===== src/rtl/result_fmt_pkg.sv =====
// Shared types and defaults for the result formatter stages.
// Build option: LEADING_ZERO_SUPPRESS_EN (see result_bcd_serializer).
package result_fmt_pkg;

    localparam int IN_W_DEF   = 11;
    localparam int DIGITS_DEF = 4;

    typedef enum logic [1:0] {
        IDLE = 2'd0,
        CONV = 2'd1,
        EMIT = 2'd2
    } state_t;

    typedef logic [3:0] bcd_nibble_t;

endpackage


===== src/rtl/dabble_add3.sv =====
// Double-dabble nibble correction: values of 5 or more get +3 before the shift.
module dabble_add3
    import result_fmt_pkg::*;
(
    input  bcd_nibble_t x,
    output bcd_nibble_t y
);

    assign y = (x >= 4'd5) ? x + 4'd3 : x;

endmodule


===== src/rtl/result_bcd_serializer.sv =====
// Captures a binary result, converts it to BCD one double-dabble step per cycle and streams digits MSD-first.
// Build option: LEADING_ZERO_SUPPRESS_EN skips leading zero digits (value 0 still emits one '0').
//
// Stream handshake: dig/dig_last are held stable while dig_valid=1 and dig_ready=0; a digit is
// consumed on every rising edge where dig_valid and dig_ready are both high.
module result_bcd_serializer
    import result_fmt_pkg::*;
#(
    parameter int IN_W   = IN_W_DEF,
    parameter int DIGITS = DIGITS_DEF
) (
    input  logic            clk,
    input  logic            rst,
    input  logic [IN_W-1:0] res,
    input  logic            res_valid,
    output logic [3:0]      dig,
    output logic            dig_valid,
    input  logic            dig_ready,
    output logic            dig_last,
    output logic            busy,
    output logic            drop_err,
    output state_t          state_dbg
);

    localparam int BCD_W  = 4 * DIGITS;
    localparam int ITER_W = $clog2(IN_W + 1);
    localparam int IDX_W  = (DIGITS > 1) ? $clog2(DIGITS) : 1;

    state_t             state;
    logic [IN_W-1:0]    bin;
    logic [BCD_W-1:0]   bcd;
    logic [BCD_W-1:0]   bcd_adj;
    logic [BCD_W-1:0]   bcd_next;
    logic [IN_W-1:0]    bin_next;
    logic [ITER_W-1:0]  iter;
    logic [IDX_W-1:0]   idx;
    logic [IDX_W-1:0]   idx_dec;
    logic [IDX_W-1:0]   start_idx;
    logic [BCD_W+IN_W-1:0] shifted;

    for (genvar g = 0; g < DIGITS; g++) begin : g_add3
        dabble_add3 u_add3 (
            .x (bcd[4*g +: 4]),
            .y (bcd_adj[4*g +: 4])
        );
    end

    // Correct-then-shift of the combined {bcd,bin} register; the carry out of the top nibble is always 0.
    assign shifted  = {bcd_adj, bin} << 1;
    assign bcd_next = shifted[BCD_W+IN_W-1 -: BCD_W];
    assign bin_next = shifted[IN_W-1:0];
    assign idx_dec  = idx - 1'b1;

    // First digit to emit, decided from the final BCD value on the CONV->EMIT step.
    always_comb begin
        start_idx = IDX_W'(DIGITS - 1);
`ifdef LEADING_ZERO_SUPPRESS_EN
        start_idx = '0;
        for (int i = 0; i < DIGITS; i++) begin
            if (bcd_next[4*i +: 4] != 4'd0) start_idx = IDX_W'(i);
        end
`endif
    end

    always_ff @(posedge clk) begin
        if (rst) begin
            state     <= IDLE;
            bin       <= '0;
            bcd       <= '0;
            iter      <= '0;
            idx       <= '0;
            dig       <= '0;
            dig_valid <= 1'b0;
            dig_last  <= 1'b0;
            drop_err  <= 1'b0;
        end else begin
            if (res_valid && state != IDLE) drop_err <= 1'b1;

            case (state)
                IDLE: begin
                    if (res_valid) begin
                        bin   <= res;
                        bcd   <= '0;
                        iter  <= ITER_W'(IN_W);
                        state <= CONV;
                    end
                end
                CONV: begin
                    bcd  <= bcd_next;
                    bin  <= bin_next;
                    iter <= iter - 1'b1;
                    if (iter == ITER_W'(1)) begin
                        state     <= EMIT;
                        idx       <= start_idx;
                        dig       <= bcd_next[{start_idx, 2'b00} +: 4];
                        dig_valid <= 1'b1;
                        dig_last  <= (start_idx == '0);
                    end
                end
                EMIT: begin
                    if (dig_ready) begin
                        if (idx == '0) begin
                            state     <= IDLE;
                            dig       <= '0;
                            dig_valid <= 1'b0;
                            dig_last  <= 1'b0;
                        end else begin
                            idx      <= idx_dec;
                            dig      <= bcd[{idx_dec, 2'b00} +: 4];
                            dig_last <= (idx == IDX_W'(1));
                        end
                    end
                end
                default: state <= IDLE;
            endcase
        end
    end

    assign busy      = (state != IDLE);
    assign state_dbg = state;

endmodule


===== config.mk =====
export PLATFORM = sky130hd
export DESIGN_NAME = result_bcd_serializer
export DESIGN_NICKNAME = d
export VERILOG_FILES = /design/src/rtl/result_fmt_pkg.sv /design/src/rtl/dabble_add3.sv /design/src/rtl/result_bcd_serializer.sv
export SDC_FILE = /design/constraint.sdc
export NUM_CORES = 1
export LEC_CHECK = 0
export ABC_AREA = 1
export CORE_MARGIN = 4
export CORE_UTILIZATION = 50
export DETAILED_ROUTE_END_ITERATION = 10
export GPL_ROUTABILITY_DRIVEN = 0
export HOLD_SLACK_MARGIN = 0.08
export PLACE_DENSITY = 0.82
export SYNTH_ARGS = -nofsm -noshare
export SYNTH_HDL_FRONTEND = slang
export SYNTH_HIERARCHICAL = 1
export SYNTH_SLANG_ARGS = --single-unit

===== constraint.sdc =====
create_clock -name clk -period 1.75 [get_ports clk]
set_clock_uncertainty 0.1 [all_clocks]
set_input_delay 0.2625 -clock clk [delete_from_list [all_inputs] [get_ports clk]]
set_output_delay 0.2625 -clock clk [all_outputs]
set_load 0.05 [all_outputs]

==> flow_summary.toml, run 1 <==
[timing]
fmax_mhz = 645
hold_viol = 0
relSlewSlack_pct = 70.1
slew_viol_final = 0
period_share_pct = 88.5
fin_crit_ns = 1.55
worstMarginPinSlew_ns = 0.448
fin_tns_setup_ns = 0
setup_violations = 0
rsz0062_at_grt = "no"

[synthesis]
syn_nets = 406
syn_inst = 379
netlist_area_sq_mm = 0.00251
syn_avg_cell_area_sq_um = 6.62
ys_warn_count = 6

[critical_path]
end_kind = "register"
r2r-end = "dig[1]"
r2r_start = "bcd[13]"
cp_max_fo = 4
cp-start-kind = "register"
r2r_cells = 10
crit_type = "register to register"
required_ns = 1.86
crit_arrival_ns = 1.66
r2r_slack_ns = 0.20

[detailed_routing]
drt_wl_total_um = 5250
dr_total_vias = 2381
vias_per_cell = 4.99
routedWlPerCell_um = 11.0
post-route-drc-count = 0
ant_nets = 0
dr.pass1.iters = 5
first_iter_violations = 149

[clocking]
insertion_delay_ns = 0.30
cts_hold_buf = 0
post_cts_buffers = 0
cts_sinks = 42
clk_path_buf_depth = 2
tritoncts = "done"
ctsResizeCount = 0
cts_made_buffers = 5
clk_pin_slew_ns = 0.09
ctsHtreeMaxLevel = 2
cts-root-buf = "clkbuf_8"

[floorplanning]
ios = 25
fp.coreArea_sq_mm = 0.00479
die_h_um = 78.8
start_util_pct = 52.4
die_w_um = 78.8
die_area_sq_mm = 0.00621
placementRows = 25

[placement]
hpwlAfterDp_um = 3900
io_buffers = 24
placedInstanceArea_sq_mm = 0.00285

[hold_path]
hp-class = "register to register"
hold_start = "bin[2]"
min_to = "bin[2]"
min_path_cells = 2

[cells_and_area]
layout_commonest_cell = "nand2_1"
final_nets = 436
mostFrequentLayoutCells = "nand2_1 (124), inv_1 (48), dfxtp_1 (40)"
syn_to_final_growth_pct = 17.5
fin_area_sq_mm = 0.00295
n_antenna_cell = 0
drive_above_1_share_pct = 15.9

[grt]
gr-total-overflow = 0
grt_start_max_net_pins = 29
grt_use_total_pct = 18.6
grt_pass1_vias = 2302
antenna_found_initial = 0
grt_pass1_wl_um = 9520

[power]
cellPowerDensity_mw_per_mm2 = 771
power.leakage_nw = 1.22
vdd_ir_drop_max_v = 0.000392

[run]
cap_viol_max_count = 0

[run_status]
outcome = "complete, no violations"
[stage by stage]
step,setup WS [ns],total power (W),util [%],hold slack [ns],std cells
after floorplan,0.0811,0.00147,-,0.307,379
after global placement,0.181,0.00162,59.6,0.349,469
after detailed placement,0.125,0.00163,59.6,0.364,469
after CTS,0.137,0.00229,61.5,0.378,477
after global routing,0.0375,0.00240,61.6,0.394,477
final,0.201,0.00227,61.6,0.374,477
[registers in the layout, indices dropped and copies added, names as in the netlist]
register,flops
state_dbg,2
iter,4
dig,4
dig_last,1
drop_err,1
idx,2
dig_valid,1
bin,11
bcd,16
[layout make-up]
type,count,area [sq um]
fillers,436,1840
flip-flops and latches,42,843
repair buffers,34,328
clock inverters,3,25.0
multi-input cells,270,1380
clock buffers,5,68.8
inverters,56,215
well taps,67,83.8
[critical path: stages, from the launching register on]
cell,delay [ns]
dfxtp_2,0.36
inv_1,0.06
ha_1,0.17
nand2_1,0.07
nand2_2,0.07
o21ai_0,0.17
nand2_1,0.11
nand2_1,0.09
nand4_1,0.10
nor2_1,0.12
nor2_1,0.05
[power by group]
group | leakage, nW | switching [W] | internal [W]
registers | 0.344 | 0.0000357 | 0.00101
logic | 0.831 | 0.000359 | 0.000204
clock network | 0.0447 | 0.000371 | 0.000288
total | 1.22 | 0.000766 | 0.00151
[worst max path at each step]
stage | endpoint | start
after floorplan | bin[10] | state_dbg[1]
after global placement | bin[5] | res_valid
after detailed placement | bin[7] | res_valid
after CTS | dig[2] | bcd[12]
after global routing | dig[1] | bcd[12]
final | dig[1] | bcd[13]
[per-layer routing]
layer,track usage (%),up-vias,wire length (um)
met5,0,-,0
met4,6.53,0,66
met3,3.97,6,276
met2,31.8,58,2580
met1,23.0,1079,2340
li1,-,1238,-
Note: power is estimated with default switching activity, not from simulation.
==> inputs of run 2 (changes only) <==
- CORE_MARGIN: 4 -> unset
==> run 2 against run 1 <==
Clock-buffer cell count unchanged. Critical endpoint is now busy. Worst hold slack lost 0.0092 ns. Via count up 2.1%. Sequential power about the same. Critical path type is now register to primary output. First-iteration DRC count rose by 28%.
==> flow_summary.toml, run 2 (synthesis results as in run 1) <==
[run_status]
outcome = "complete, no violations"

[detailed_routing]
dr.pass1.iters = 5
ant_nets = 0
vias_per_cell = 5.12
post-route-drc-count = 0
first_iter_violations = 191
drt_wl_total_um = 5300
dr_total_vias = 2432
routedWlPerCell_um = 11.2

[critical_path]
crit_type = "register to primary output"
slowest_stage = "dfxtp_1"
critPathTopFamily = "flip-flops"
max_stage_delay_ns = 0.55
crit_arrival_ns = 1.27
crit_start = "state_dbg[1]"
cp_max_fo = 6
cp-start-kind = "register"
r2r_cells = 10
required_ns = 1.39
end_kind = "primary output"
cp.depth = 3
r2r_start = "bcd[13]"
path_cells = "nor2_1, inv_1, buf_12"
path_buf_inv = 2

[clocking]
cts_made_buffers = 5
insertion_delay_ns = 0.30
clk_path_buf_depth = 2
cts_hold_buf = 0
post_cts_buffers = 0
ctsHtreeMaxLevel = 2
cts_sinks = 42
tritoncts = "done"
cts-root-buf = "clkbuf_8"
clk_pin_slew_ns = 0.08

[timing]
relSlewSlack_pct = 70.1
hold_ws_ns = 0.365
fin_crit_ns = 1.63
fmax_mhz = 613
rsz0062_at_grt = "no"
worstMarginPinSlew_ns = 0.447
setup_violations = 0
period_share_pct = 93.3
slew_viol_final = 0
fin_tns_setup_ns = 0
hold_viol = 0

[grt]
grt_use_total_pct = 22.2
grt_pass1_vias = 2306
grt_util_met2_pct = 40.5
gr-max-usage-layer = "met2"
grt_start_max_net_pins = 29
antenna_found_initial = 0
grt_use_met1_pct = 25.7
gr-total-overflow = 0
grt_pass1_wl_um = 9350
met3_usage_pct = 3.31

[cells_and_area]
reg.largest.list = "bcd: 16 flops, bin: 11 flops"
largest_reg_flops = 16
n_antenna_cell = 0
fin_area_sq_mm = 0.00292
syn_to_final_growth_pct = 16.6
largest-register = "bcd"
drive_above_1_share_pct = 15.4
mostFrequentLayoutCells = "nand2_1 (124), inv_1 (48), dfxtp_1 (40)"
fill_cells = 426
layout_commonest_cell = "nand2_1"
final_nets = 435

[power]
p_int_w = 0.00149
swShare_pct = 32.9
sequentialPowerShare_pct = 47.5
power.leakage_nw = 1.21
comb_power_share_pct = 25.5
clkPwrFrac_pct = 27.0
vdd_ir_drop_max_v = 0.000605
p_sw_w = 0.000729
cellPowerDensity_mw_per_mm2 = 757

[floorplanning]
placementRows = 25
fp.coreArea_sq_mm = 0.00479
die_w_um = 72.8
die_area_sq_mm = 0.00530
start_util_pct = 52.4
ios = 25
die_h_um = 72.8

[placement]
placedInstanceArea_sq_mm = 0.00284
io_buffers = 24
hpwlAfterDp_um = 3830

[hold_path]
hold_start = "bin[0]"
hp-class = "register to register"
min_path_cells = 2

[run]
cap_viol_max_count = 0
[run 2: cell count changes in the layout (fill, tap and decap cells not counted), sizes merged]
cell and change:
buf -1, clkinv +1, clkinvlp -1, inv -1
[run 2: metrics by stage]
step	cells	utilization, %	power, W	setup WS, ns
detailed placement	468	59.4	0.00163	0.118
finish	475	61.1	0.00221	0.118
global placement	468	59.4	0.00162	0.172
CTS	475	61.0	0.00222	0.119
floorplan	379	-	0.00147	0.0811
global route	475	61.1	0.00232	0.0123
[run 2: layout make-up]
cell class / instances / area [sq um] / area share [%]
Tap cell: 67 / 83.8 / 2.87
Sequential cell: 42 / 843 / 28.8
Timing Repair Buffer: 33 / 320 / 11.0
Clock inverter: 2 / 10.0 / 0.342
Clock buffer: 5 / 68.8 / 2.35
Inverter: 56 / 215 / 7.36
Multi-Input combinational cell: 270 / 1380 / 47.3
[run 2: worst min-delay path: stages, from the launching register on]
cell,delay (ns)
dfxtp_1,0.32
nand2_1,0.06
a21oi_1,0.05
[run 2: what timing repair did]
action | CTS | global route
endpoints found under the setup margin | 0 | 2
endpoints found under the hold margin | 0 | 0
resized for setup | 0 | 2
[run 2: worst paths after layout]
path	to	slack, ns
setup reg to reg	dig[1]	0.17
setup / recovery	busy	0.12
hold / removal	bin[0]	0.36
hold reg to reg	bin[0]	0.36
[run 2: power groups by stage]
| stage | Combinational (W) | Clock [W] | Sequential [W] |
|---|---|---|---|
| 4_1_cts | 0.000565 | 0.000606 | 0.00105 |
| 3_5_place_dp | 0.000561 | 0 | 0.00107 |
| 3_3_place_gp | 0.000550 | 0 | 0.00107 |
| 6_report | 0.000565 | 0.000598 | 0.00105 |
| 2_1_floorplan | 0.000338 | 0 | 0.00113 |
| 5_1_grt | 0.000625 | 0.000636 | 0.00106 |
[run 2: metal layers]
layer / wire (um) / up-vias
met1: 2430 / 1127
met5: 0 / -
met4: 92 / 0
met3: 187 / 12
li1: - / 1241
met2: 2590 / 52
